==> config.mk <==
export PLATFORM = sky130hd
export DESIGN_NAME = scsi_dma_byte_sm
export DESIGN_NICKNAME = d
export VERILOG_FILES = /design/src/rtl/scsi_dma_byte_sm_pkg.sv /design/src/rtl/scsi_dma_byte_sm_lane_mux.sv /design/src/rtl/scsi_dma_byte_sm.sv
export SDC_FILE = /design/constraint.sdc
export NUM_CORES = 1
export LEC_CHECK = 0
export CELL_PAD_IN_SITES_DETAIL_PLACEMENT = 2
export CELL_PAD_IN_SITES_GLOBAL_PLACEMENT = 2
export CORE_MARGIN = 3
export CORE_UTILIZATION = 25
export DETAILED_ROUTE_END_ITERATION = 7
export PLACE_DENSITY = 0.88
export SLEW_MARGIN = 25
export SYNTH_ARGS = -nofsm -noshare
export SYNTH_HDL_FRONTEND = slang
export SYNTH_SLANG_ARGS = --single-unit
==> constraint.sdc <==
create_clock -name CLK -period 4.95 [get_ports CLK]
set_input_delay 0.99 -clock CLK [delete_from_list [all_inputs] [get_ports CLK]]
set_output_delay 0.99 -clock CLK [all_outputs]
set_load 0.1 [all_outputs]
==> src/rtl/scsi_dma_byte_sm_pkg.sv <==
// Shared definitions for the SCSI-side single-byte DMA engine:
// state encoding, direction encoding and the OD byte-lane selector.
package scsi_dma_byte_sm_pkg;

  typedef enum logic [1:0] {
    IDLE    = 2'd0,
    SETUP   = 2'd1,
    STROBE  = 2'd2,
    RELEASE = 2'd3
  } state_t;

  localparam logic DIR_TO_SCSI = 1'b1;
  localparam logic DIR_TO_MEM  = 1'b0;

  // Byte pointer 0 addresses the most significant lane of the FIFO long word.
  function automatic logic [7:0] lane_sel(input logic [31:0] od, input logic [1:0] bo);
    logic [7:0] b;
    b = od[31:24];
    case (bo)
      2'b00:   b = od[31:24];
      2'b01:   b = od[23:16];
      2'b10:   b = od[15:8];
      default: b = od[7:0];
    endcase
    return b;
  endfunction

endpackage

==> src/rtl/scsi_dma_byte_sm_lane_mux.sv <==
// Registered 4:1 byte-lane select of the FIFO output word onto the SCSI data bus.
module scsi_lane_mux
  import scsi_dma_byte_sm_pkg::*;
(
  input  logic        clk,
  input  logic        rst,
  input  logic        load,
  input  logic [1:0]  bo,
  input  logic [31:0] od,
  output logic [7:0]  sd_out
);

  always_ff @(posedge clk) begin
    if (rst)
      sd_out <= '0;
    else if (load)
      sd_out <= lane_sel(od, bo);
  end

endmodule

==> src/rtl/scsi_dma_byte_sm.sv <==
// SCSI-side DMA byte engine: DACK_/RE_/WE_ handshake with the WD33C93 and
// byte/word pointer pulses towards the 8 x 32-bit FIFO.
module scsi_dma_byte_sm #(
  parameter int unsigned SETUP_CYCLES  = 1,
  parameter int unsigned STROBE_CYCLES = 2
) (
  input  logic        CLK,
  input  logic        RST,
  input  logic        DMAENA,
  input  logic        DDIR,
  input  logic        DREQ_,
  input  logic        FIFOFULL,
  input  logic        FIFOEMPTY,
  input  logic        BOEQ3,
  input  logic        BO0,
  input  logic        BO1,
  input  logic [31:0] OD,
  output logic        DACK_,
  output logic        RE_,
  output logic        WE_,
  output logic        LBYTE_,
  output logic        INCBO,
  output logic        INCNI,
  output logic        INCNO,
  output logic        INCFIFO,
  output logic        DECFIFO,
  output logic [7:0]  SD_OUT,
  output logic        SD_OE,
  output logic        BUSY
);
  import scsi_dma_byte_sm_pkg::*;

  localparam logic [2:0] SETUP_LAST  = 3'(SETUP_CYCLES - 1);
  localparam logic [2:0] STROBE_LAST = 3'(STROBE_CYCLES - 1);

  state_t     state, state_nxt;
  logic [2:0] cnt, cnt_nxt;
  logic       dir_q, dir_nxt;
  logic       b3_q, b3_nxt;
  logic       go;

  logic dack_nxt, re_nxt, we_nxt, lbyte_nxt;
  logic incbo_nxt, incni_nxt, incno_nxt, incfifo_nxt, decfifo_nxt;
  logic sd_oe_nxt, busy_nxt;

  assign go = DMAENA && !DREQ_ && (DDIR ? !FIFOEMPTY : !FIFOFULL);

  // Outputs are registered from the next-state decode so every strobe and
  // pulse comes straight off a flop, aligned with the state it belongs to.
  always_ff @(posedge CLK) begin
    if (RST) begin
      state   <= IDLE;
      cnt     <= '0;
      dir_q   <= DIR_TO_MEM;
      b3_q    <= 1'b0;
      DACK_   <= 1'b1;
      RE_     <= 1'b1;
      WE_     <= 1'b1;
      LBYTE_  <= 1'b1;
      INCBO   <= 1'b0;
      INCNI   <= 1'b0;
      INCNO   <= 1'b0;
      INCFIFO <= 1'b0;
      DECFIFO <= 1'b0;
      SD_OE   <= 1'b0;
      BUSY    <= 1'b0;
    end else begin
      state   <= state_nxt;
      cnt     <= cnt_nxt;
      dir_q   <= dir_nxt;
      b3_q    <= b3_nxt;
      DACK_   <= dack_nxt;
      RE_     <= re_nxt;
      WE_     <= we_nxt;
      LBYTE_  <= lbyte_nxt;
      INCBO   <= incbo_nxt;
      INCNI   <= incni_nxt;
      INCNO   <= incno_nxt;
      INCFIFO <= incfifo_nxt;
      DECFIFO <= decfifo_nxt;
      SD_OE   <= sd_oe_nxt;
      BUSY    <= busy_nxt;
    end
  end

  always_comb begin
    state_nxt = state;
    cnt_nxt   = cnt;
    dir_nxt   = dir_q;
    b3_nxt    = b3_q;
    case (state)
      IDLE: begin
        if (go) begin
          state_nxt = SETUP;
          dir_nxt   = DDIR;
          cnt_nxt   = '0;
        end
      end
      SETUP: begin
        if (cnt == SETUP_LAST) begin
          state_nxt = STROBE;
          cnt_nxt   = '0;
        end else begin
          cnt_nxt = cnt + 3'd1;
        end
      end
      STROBE: begin
        if (cnt == STROBE_LAST) begin
          state_nxt = RELEASE;
          cnt_nxt   = '0;
          b3_nxt    = BOEQ3;
        end else begin
          cnt_nxt = cnt + 3'd1;
        end
      end
      default: begin
        state_nxt = IDLE;
        cnt_nxt   = '0;
      end
    endcase
  end

  always_comb begin
    dack_nxt    = 1'b1;
    re_nxt      = 1'b1;
    we_nxt      = 1'b1;
    lbyte_nxt   = 1'b1;
    incbo_nxt   = 1'b0;
    incni_nxt   = 1'b0;
    incno_nxt   = 1'b0;
    incfifo_nxt = 1'b0;
    decfifo_nxt = 1'b0;
    sd_oe_nxt   = 1'b0;
    busy_nxt    = (state_nxt != IDLE);
    case (state_nxt)
      SETUP: begin
        dack_nxt  = 1'b0;
        sd_oe_nxt = (dir_nxt == DIR_TO_SCSI);
      end
      STROBE: begin
        dack_nxt  = 1'b0;
        sd_oe_nxt = (dir_nxt == DIR_TO_SCSI);
        if (dir_nxt == DIR_TO_SCSI) begin
          we_nxt = 1'b0;
        end else begin
          re_nxt    = 1'b0;
          lbyte_nxt = 1'b0;
        end
      end
      RELEASE: begin
        incbo_nxt   = 1'b1;
        sd_oe_nxt   = (dir_nxt == DIR_TO_SCSI);
        incni_nxt   = (dir_nxt == DIR_TO_MEM)  && b3_nxt;
        incfifo_nxt = (dir_nxt == DIR_TO_MEM)  && b3_nxt;
        incno_nxt   = (dir_nxt == DIR_TO_SCSI) && b3_nxt;
        decfifo_nxt = (dir_nxt == DIR_TO_SCSI) && b3_nxt;
      end
      default: ;
    endcase
  end

  scsi_lane_mux u_lane_mux (
    .clk    (CLK),
    .rst    (RST),
    .load   ((state_nxt == SETUP) && (dir_nxt == DIR_TO_SCSI)),
    .bo     ({BO1, BO0}),
    .od     (OD),
    .sd_out (SD_OUT)
  );

endmodule

==> out/summary.json, run 1 <==
{
  "cts.sink_count": 23,
  "layout.area.seq_um2": 460,
  "synthDistinctLibCells": 37,
  "antenna_cells": 0,
  "synth_fp_nets": 190,
  "ant_nets": 0,
  "p_int_uw": 379,
  "initialDrtViolationCount": 30,
  "clkLatencyLatePin_ps": 260,
  "cts_max_level": 1,
  "power.switching_uw": 283,
  "die-area_um2": 6280,
  "outcome": "complete, no violations",
  "post-route-util_pct": 39.5,
  "gate_count_of_the_mapped_netlist": 136,
  "initial_core_util_pct": 26.1,
  "post_route_cells_drive_above_1_share_pct": 10.4,
  "drtPass1Iterations": 4,
  "power_per_cell_area_nw_per_um2": 326,
  "async_reset_ff_share_pct": 0,
  "avgViaCountPerCell": 4.79,
  "fin_nets": 247,
  "top_regs": "u_lane_mux.sd_out x8, cnt x3, state x2",
  "grt_start_max_net_pins": 21,
  "drt-total-wl_um": 3960,
  "vias": 1254,
  "cts_made_buffers": 3,
  "finalWeightedCongestion": 0.704,
  "die_x_um": 79.2,
  "final_critical_path_time_including_i_o_delays_and_setup_ps": 3390,
  "max_cap_violations": 0,
  "period_share_pct": 68.5,
  "layout_common_cells": "sky130_fd_sc_hd__clkdlybuf4s50_1, sky130_fd_sc_hd__dfxtp_1, sky130_fd_sc_hd__a21oi_1, sky130_fd_sc_hd__nand3_1, sky130_fd_sc_hd__ha_1",
  "multi_input_area_um2": 811,
  "layout.cells.most_common": "sky130_fd_sc_hd__clkdlybuf4s50_1",
  "post-cts-setup-buffer-count": 0,
  "port-buffer-count": 60,
  "hp-class": "flip-flop to flip-flop",
  "worst_setup_hold_path_clk_slew_ps": 80,
  "worstPathArrival_ps": 3560,
  "fin_cells": 262,
  "setup_repair_after_global_routing_missed_its_margin": "false",
  "timing.critical_path.from_type": "input port",
  "ranking_of_synthesized_cells_by_area": "sky130_fd_sc_hd__dfxtp_1, sky130_fd_sc_hd__mux4_2, sky130_fd_sc_hd__ha_1",
  "clk_root_buffer_cell": "sky130_fd_sc_hd__clkbuf_8",
  "p_leak_uw": 0.000739,
  "timing_worst_slew_pin_value_ps": 992,
  "detailed_place_hpwl_um": 3290,
  "hold_violations": 0,
  "synthFlopType": "sky130_fd_sc_hd__dfxtp_1",
  "max-vdd-ir-drop_mv": 0.208,
  "tritoncts": "built",
  "synth_edf_count": 0,
  "finalSetupViolations": 0,
  "power_frac_comb_pct": 50.0,
  "synth.yosys.warnings": 0,
  "core_um2": 5140,
  "netlist.area_leader.share_pct": 34.3,
  "row_count": 26,
  "synthesis.area_um2": 1340,
  "crit_path_end_kind": "flip-flop",
  "post_dr_wirelength_cell_um": 15.1,
  "final.hold.worst_slack_ps": 485,
  "place_area_um2": 1990,
  "area_delta_synth_final_pct": 51.4,
  "power.switching_fraction_pct": 42.8,
  "die_h_um": 79.2,
  "tns_ps": 0,
  "gr-total-overflow": 0,
  "crit_path_max_fanout": 8,
  "stdcell_area_um2": 2030,
  "placed_cells_incl_taps": 258,
  "clock_skew_ps": 5.31,
  "globalRouteTotalUtil_pct": 13.3,
  "largest_reg_flops": 8,
  "longest_clk_path_bufs": 2,
  "max_flop_register": "u_lane_mux.sd_out",
  "required_ps": 5130,
  "top_level_ports": 61,
  "filler_cell_count": 577,
  "ctsHoldBuffers": 0,
  "timing.slew.headroom_pct": 33.6,
  "post_cts.resized_instances": 0,
  "clock_power_share_pct": 17.6,
  "synth-seq-cells": 23,
  "seq_power_share_pct": 32.5,
  "post-route-drc-count": 0,
  "fmax_mhz": 295,
  "drv_slew": 0,
  "number_of_global_route_vias_before_repair": 1386,
  "reg2reg_slack_ps": 2220,
  "syn-mean-instance-area_um2": 9.86,
  "synth_sequential_area_ratio_pct": 34.3,
  "antenna_found_initial": 0,
  "post-synth-top-area-cell": "sky130_fd_sc_hd__dfxtp_1",
  "worst-setup-path-type": "input port to flip-flop",
  "grt_first_pass_wirelength_um": 6590
}
==> critical path: stages <==
cell,delay (ps)
sky130_fd_sc_hd__clkdlybuf4s50_1,540
sky130_fd_sc_hd__mux2i_2,420
sky130_fd_sc_hd__nand2_1,120
sky130_fd_sc_hd__a31oi_1,320
sky130_fd_sc_hd__or2_2,190
sky130_fd_sc_hd__ha_1,160
sky130_fd_sc_hd__nand2_1,80
sky130_fd_sc_hd__a21oi_1,400
sky130_fd_sc_hd__o21ai_0,180
sky130_fd_sc_hd__a21oi_1,160
==> metal layers <==
metal	track usage [%]	vias to the layer above	share of wire [%]
met4	3.61	0	1.1
met2	23.9	53	49
met1	16.1	595	44
met5	0	-	0
met3	2.38	4	6.4
li1	-	602	-
==> power groups by stage <==
stage	logic, uW	registers, uW	clock network (uW)
finish	331	215	116
global route	358	219	129
CTS	336	215	123
detailed placement	334	219	0
global placement	326	219	0
floorplan	138	315	0
==> final timing paths <==
check	start	endpoint	depth (start not counted)
min	u_lane_mux.sd_out[3]	u_lane_mux.sd_out[3]	2
max reg2reg	state[0]	u_lane_mux.sd_out[5]	11
max	DDIR	u_lane_mux.sd_out[5]	10
min reg2reg	u_lane_mux.sd_out[3]	u_lane_mux.sd_out[3]	2
==> stage by stage <==
| stage | total power (uW) | worst slack (ps) |
|---|---|---|
| after floorplan | 453 | 2270 |
| after global placement | 544 | 1430 |
| after detailed placement | 554 | 1270 |
| after CTS | 674 | 1550 |
| after global routing | 706 | 1270 |
| final | 662 | 1560 |
==> synthesized netlist by cell type, drive strengths merged (2+ instances only) <==
library cell / number
buf: 5
nand3: 12
nor2b: 2
and3b: 3
inv: 7
ha: 12
mux2i: 3
or2: 3
nor3: 3
dfxtp: 23
clkbuf: 3
mux4: 8
a21oi: 12
o31ai: 2
nand2: 4
and2: 2
nor2: 4
nand2b: 3
and3: 2
a31oi: 2
o21ai: 11
==> logic make-up (layout without fill, tap and decap cells) <==
family / after synthesis / count (layout) / share of synthesized area (%)
multiplexers: 12 / 12 / 17.1
AND/OR/NAND/NOR: 40 / 40 / 16.8
AO/OA/AOI/OAI: 34 / 34 / 15.4
flip-flops: 23 / 23 / 34.3
buffers and inverters: 15 / 71 / 5.22
adder cells (fa/ha/maj): 12 / 12 / 11.2
==> layout make-up <==
cell class                      instances  area share (%)
Inverter                                7            1.29
Sequential cell                        23            22.7
Multi-Input combinational cell         98            39.9
Clock buffer                            4            2.22
Tap cell                               70            4.31
Timing Repair Buffer                   60            29.6
No activity file was read; power rests on OpenSTA's default activity.
==> inputs of run 2 (changes only) <==
--- a/config.mk
+++ b/config.mk
@@ -8,9 +8,9 @@
 export CELL_PAD_IN_SITES_DETAIL_PLACEMENT = 2
 export CELL_PAD_IN_SITES_GLOBAL_PLACEMENT = 2
 export CORE_MARGIN = 3
-export CORE_UTILIZATION = 25
+export CORE_UTILIZATION = 24
 export DETAILED_ROUTE_END_ITERATION = 7
-export PLACE_DENSITY = 0.88
+export PLACE_DENSITY = 0.85
 export SLEW_MARGIN = 25
 export SYNTH_ARGS = -nofsm -noshare
 export SYNTH_HDL_FRONTEND = slang
==> constraint.sdc (replaced) <==
create_clock -name CLK -period 3.6 [get_ports CLK]
set_input_delay 0.72 -clock CLK [delete_from_list [all_inputs] [get_ports CLK]]
set_output_delay 0.72 -clock CLK [all_outputs]
set_load 0.1 [all_outputs]
==> run 2 against run 1 <==
  * First-iteration DRC count up 100%
  * Register-to-register slack worse by 1400 ps
  * Total power up 37%
  * Sequential share of layout area about the same
  * Final cell count unchanged
  * Combinational power up 37%
  * Critical endpoint is now u_lane_mux.sd_out[0]
  * Largest cell class unchanged
  * Highest routed layer unchanged
==> out/summary.json, run 2 (synthesis results as in run 1) <==
{
  "worst-setup-path-type": "input port to flip-flop",
  "avgViaCountPerCell": 4.85,
  "cts.sink_count": 23,
  "area_delta_synth_final_pct": 51.5,
  "timing.critical_path.from_type": "input port",
  "port-buffer-count": 60,
  "grt_util_met3_pct": 3.22,
  "timing.slew.headroom_pct": 33.5,
  "finalSetupViolations": 0,
  "layout.cells.most_common": "sky130_fd_sc_hd__clkdlybuf4s50_1",
  "antenna_cells": 0,
  "fin_nets": 247,
  "drt-total-wl_um": 4020,
  "largest_reg_flops": 8,
  "antenna_found_initial": 0,
  "critPathTopFamily": "compound AO/OA/AOI/OAI gates",
  "grt_first_pass_wirelength_um": 6510,
  "post-cts-setup-buffer-count": 0,
  "initial_core_util_pct": 25.5,
  "clk_root_buffer_cell": "sky130_fd_sc_hd__clkbuf_8",
  "gr-total-overflow": 0,
  "final_critical_path_time_including_i_o_delays_and_setup_ps": 3120,
  "max_cap_violations": 0,
  "clkLatencyLatePin_ps": 260,
  "period_share_pct": 86.6,
  "tritoncts": "built",
  "grt_start_max_net_pins": 21,
  "longest_clk_path_bufs": 2,
  "cts_made_buffers": 3,
  "cp_num_buf_inv": 1,
  "post_dr_wirelength_cell_um": 15.3,
  "timing_worst_slew_pin_value_ps": 994,
  "core_um2": 5270,
  "ant_nets": 0,
  "gr-usage-met2_pct": 22.9,
  "setup_repair_after_global_routing_missed_its_margin": "false",
  "vias": 1272,
  "post-route-drc-count": 0,
  "crit_path_slowest_cell": "sky130_fd_sc_hd__clkdlybuf4s50_1",
  "finalWeightedCongestion": 0.745,
  "die_h_um": 80.8,
  "p_leak_uw": 0.000742,
  "fmax_mhz": 321,
  "post_route_cells_drive_above_1_share_pct": 10.9,
  "hp-class": "flip-flop to flip-flop",
  "power_per_cell_area_nw_per_um2": 448,
  "ctsHoldBuffers": 0,
  "grt_busiest_layer": "met2",
  "number_of_global_route_vias_before_repair": 1368,
  "clock_skew_ps": 1.83,
  "grt_util_met1_pct": 15.3,
  "top_level_ports": 61,
  "drtPass1Iterations": 4,
  "cts_max_level": 1,
  "outcome": "complete, no violations",
  "die_x_um": 80.8,
  "tns_ps": 0,
  "initialDrtViolationCount": 60,
  "worstPathArrival_ps": 3300,
  "row_count": 26,
  "globalRouteTotalUtil_pct": 12.9,
  "crit_path_cells": "clkdlybuf4s50_1 -> mux2i_2 -> nand2_1 -> a31oi_1 -> or2_2 -> ha_1 -> nand2_1 -> a21oi_1 -> o21ai_0 -> a21oi_1",
  "filler_cell_count": 602,
  "hold_violations": 0,
  "worst_setup_hold_path_clk_slew_ps": 80,
  "crit_path_end_kind": "flip-flop",
  "drv_slew": 0,
  "crit_path_max_fanout": 8,
  "layout_common_cells": "sky130_fd_sc_hd__clkdlybuf4s50_1, sky130_fd_sc_hd__dfxtp_1, sky130_fd_sc_hd__a21oi_1, sky130_fd_sc_hd__nand3_1, sky130_fd_sc_hd__ha_1",
  "top_regs": "u_lane_mux.sd_out x8, cnt x3, state x2",
  "max_stage_delay_ps": 540,
  "detailed_place_hpwl_um": 3390,
  "fin_total_pwr_uw": 910,
  "post_cts.resized_instances": 0,
  "max_flop_register": "u_lane_mux.sd_out",
  "max-vdd-ir-drop_mv": 0.220,
  "required_ps": 3790,
  "die-area_um2": 6520
}
run 2: final cells by class:
type	count	area, um^2	area share, %
multi-input cells	98	811	39.9
clock inverters	1	5.00	0.246
flip-flops and latches	23	460	22.7
repair buffers	60	601	29.6
inverters	7	26.3	1.29
clock buffers	3	41.3	2.03
well taps	70	87.6	4.31
run 2: per-stage QoR:
step / utilization (%) / cells / worst slack [ps] / hold WS, ps / instance area, um^2
after floorplan: - / 136 / 1190 / 465 / 1340
after global placement: 37.7 / 258 / 346 / 464 / 1990
after detailed placement: 37.7 / 258 / 171 / 478 / 1990
after CTS: 38.6 / 262 / 479 / 491 / 2030
after global routing: 38.6 / 262 / 130 / 511 / 2030
final: 38.6 / 262 / 483 / 487 / 2030
run 2: tightest hold or removal path, cell delays in order (launching register included):
cell and delay, ps:
sky130_fd_sc_hd__dfxtp_1 320, sky130_fd_sc_hd__nand3_1 60, sky130_fd_sc_hd__a21oi_1 60
run 2: routing by layer:
metal | vias to the layer above | part of all wire (%)
met3 | 4 | 8.3
met2 | 58 | 49
li1 | 604 | -
met5 | - | 0
met4 | 0 | 1.1
met1 | 606 | 42
run 2: path summary, 6_finish.rpt:
check                                     startpoint              endpoint  slack [ps]  cells past startpoint
worst max-delay path                            DDIR  u_lane_mux.sd_out[0]         480                     10
worst min-delay path            u_lane_mux.sd_out[5]  u_lane_mux.sd_out[5]         490                      2
worst max register to register              state[0]  u_lane_mux.sd_out[0]         860                     11
worst min register to register  u_lane_mux.sd_out[5]  u_lane_mux.sd_out[5]         490                      2
run 2: power breakdown:
part | switching, uW | leakage, uW | internal (uW)
registers | 15.1 | 0.000186 | 280
clock network | 85.5 | 0.0000255 | 77.3
logic | 292 | 0.000530 | 161
==> inputs of run 3 (changes only) <==
--- a/config.mk
+++ b/config.mk
@@ -7,9 +7,10 @@
 export LEC_CHECK = 0
 export CELL_PAD_IN_SITES_DETAIL_PLACEMENT = 2
 export CELL_PAD_IN_SITES_GLOBAL_PLACEMENT = 2
-export CORE_MARGIN = 3
+export CORE_MARGIN = 5
 export CORE_UTILIZATION = 24
 export DETAILED_ROUTE_END_ITERATION = 7
+export HOLD_SLACK_MARGIN = 0.03
 export PLACE_DENSITY = 0.85
 export SLEW_MARGIN = 25
 export SYNTH_ARGS = -nofsm -noshare
==> run 3 against run 2 <==
  * Total power is 0.55% lower
  * Worst setup slack better by 93 ps
  * First-iteration DRC count is 47% lower
  * Utilization is 1.4 points lower
  * Via count is 1.1% lower
  * Final cell count is 0.76% higher
  * Routed wire length is 1.2% lower
  * Critical path depth stayed put
  * Largest power group unchanged
  * Sequential power hardly changed
  * Worst hold slack worse by 9.0 ps
  * Global-route usage is 1.6 points lower
==> out/summary.json, run 3 (synthesis results as in run 1) <==
{
  "outcome": "complete, no violations",
  "antenna_cells": 0,
  "timing_worst_slew_pin_value_ps": 992,
  "max_cap_violations": 0,
  "drt-total-wl_um": 3970,
  "worst-setup-path-type": "input port to flip-flop",
  "whs_path_depth": 2,
  "layout.cells.most_common": "sky130_fd_sc_hd__clkdlybuf4s50_1",
  "area_delta_synth_final_pct": 51.7,
  "p_int_uw": 519,
  "stdcell_area_um2": 2030,
  "cts_max_level": 1,
  "timing.critical_path.from_type": "input port",
  "post_dr_wirelength_cell_um": 15.0,
  "setup_repair_after_global_routing_missed_its_margin": "false",
  "finalWeightedCongestion": 0.787,
  "finalSetupViolations": 0,
  "drv_slew": 0,
  "power_per_cell_area_nw_per_um2": 445,
  "antenna_found_initial": 0,
  "core_um2": 5470,
  "row_count": 27,
  "initial_core_util_pct": 24.5,
  "top_regs": "u_lane_mux.sd_out x8, cnt x3, state x2",
  "timing.rr.end": "u_lane_mux.sd_out[7]",
  "fin_total_pwr_uw": 906,
  "gr-total-overflow": 0,
  "top_level_ports": 61,
  "clkLatencyLatePin_ps": 260,
  "post-cts-setup-buffer-count": 0,
  "reg2reg_slack_ps": 880,
  "grt_start_max_net_pins": 21,
  "p_leak_uw": 0.000742,
  "fmax_mhz": 331,
  "clock_skew_ps": 1.74,
  "port-buffer-count": 60,
  "number_of_global_route_vias_before_repair": 1368,
  "final_critical_path_time_including_i_o_delays_and_setup_ps": 3020,
  "avgViaCountPerCell": 4.77,
  "globalRouteTotalUtil_pct": 11.3,
  "max-vdd-ir-drop_mv": 0.265,
  "crit_path_max_fanout": 8,
  "clock_power_share_pct": 17.3,
  "worst_hold_startpoint": "u_lane_mux.sd_out[6]",
  "seq_power_share_pct": 32.6,
  "worstPathArrival_ps": 3210,
  "worst_setup_hold_path_clk_slew_ps": 80,
  "cts_made_buffers": 3,
  "die-area_um2": 7180,
  "detailedPlace.worstSlack_ps": 227,
  "die_h_um": 84.8,
  "detailed_place_hpwl_um": 3310,
  "layout_common_cells": "sky130_fd_sc_hd__clkdlybuf4s50_1, sky130_fd_sc_hd__dfxtp_1, sky130_fd_sc_hd__a21oi_1, sky130_fd_sc_hd__nand3_1, sky130_fd_sc_hd__ha_1",
  "die_x_um": 84.8,
  "largest_reg_flops": 8,
  "crit_path_end_kind": "flip-flop",
  "final.setup.worst_slack_ps": 576,
  "vias": 1258,
  "fin_nets": 247,
  "critical_path.reg2reg.startpoint": "state[0]",
  "cts.sink_count": 23,
  "power.switching_fraction_pct": 42.7,
  "multi_input_area_um2": 811,
  "tns_ps": 0,
  "layout.area.seq_um2": 460,
  "post-route-util_pct": 37.2,
  "r2r.worst_path.cells": 11,
  "clk_root_buffer_cell": "sky130_fd_sc_hd__clkbuf_8",
  "grt_first_pass_wirelength_um": 6530,
  "place_area_um2": 1990,
  "post_route_cells_drive_above_1_share_pct": 10.9,
  "initialDrtViolationCount": 32,
  "post-route-drc-count": 0,
  "min_delay_worst_endpoint": "u_lane_mux.sd_out[6]",
  "period_share_pct": 84.0,
  "ant_nets": 0,
  "drtPass1Iterations": 4,
  "post_cts.resized_instances": 0,
  "power_frac_comb_pct": 50.1,
  "hold_violations": 0,
  "longest_clk_path_bufs": 2,
  "hp-class": "flip-flop to flip-flop",
  "power.switching_uw": 387,
  "ctsHoldBuffers": 0,
  "timing.slew.headroom_pct": 33.6,
  "filler_cell_count": 624,
  "tritoncts": "built",
  "max_flop_register": "u_lane_mux.sd_out",
  "required_ps": 3780
}
==> run 3: area by class of cell <==
| class | count | area share, % |
|---|---|---|
| tap | 72 | 4.43 |
| sequential | 23 | 22.6 |
| clock buffer | 3 | 2.03 |
| timing repair buffer | 60 | 29.5 |
| inverter | 7 | 1.29 |
| clock inverter | 1 | 0.246 |
| multi-input combinational | 98 | 39.9 |
==> run 3: through the flow <==
step | hold slack, ps | instances
global route | 510 | 264
global placement | 463 | 260
floorplan | 465 | 136
detailed placement | 467 | 260
finish | 478 | 264
CTS | 485 | 264
==> run 3: worst max path at each step <==
stage,from,to,slack (ps)
after CTS,DDIR,u_lane_mux.sd_out[7],500
after global placement,DDIR,u_lane_mux.sd_out[3],360
after floorplan,DREQ_,u_lane_mux.sd_out[0],1190
after global routing,DDIR,u_lane_mux.sd_out[7],260
after detailed placement,DDIR,u_lane_mux.sd_out[7],230
final,DDIR,u_lane_mux.sd_out[7],580
==> run 3: worst max-delay path, stage by stage <==
cell,delay [ps]
sky130_fd_sc_hd__clkdlybuf4s50_1,530
sky130_fd_sc_hd__mux2i_2,410
sky130_fd_sc_hd__nand2_1,90
sky130_fd_sc_hd__a31oi_1,300
sky130_fd_sc_hd__or2_2,180
sky130_fd_sc_hd__ha_1,160
sky130_fd_sc_hd__nand2_1,70
sky130_fd_sc_hd__a21oi_1,400
sky130_fd_sc_hd__o21ai_0,190
sky130_fd_sc_hd__a21oi_1,150
==> run 3: power groups by stage <==
| stage | Clock [uW] | Sequential [uW] | Combinational [uW] |
|---|---|---|---|
| after global placement | 0 | 301 | 446 |
| final | 157 | 295 | 454 |
| after global routing | 174 | 300 | 485 |
| after CTS | 166 | 296 | 460 |
| after floorplan | 0 | 434 | 190 |
| after detailed placement | 0 | 302 | 452 |
==> run 3: per-layer routing <==
layer	up-vias	wire length (um)	GRT usage (%)
li1	605	-	-
met1	596	1630	12.3
met2	53	1950	20.6
met3	4	341	4.02
met4	0	42	3.02
met5	-	0	0
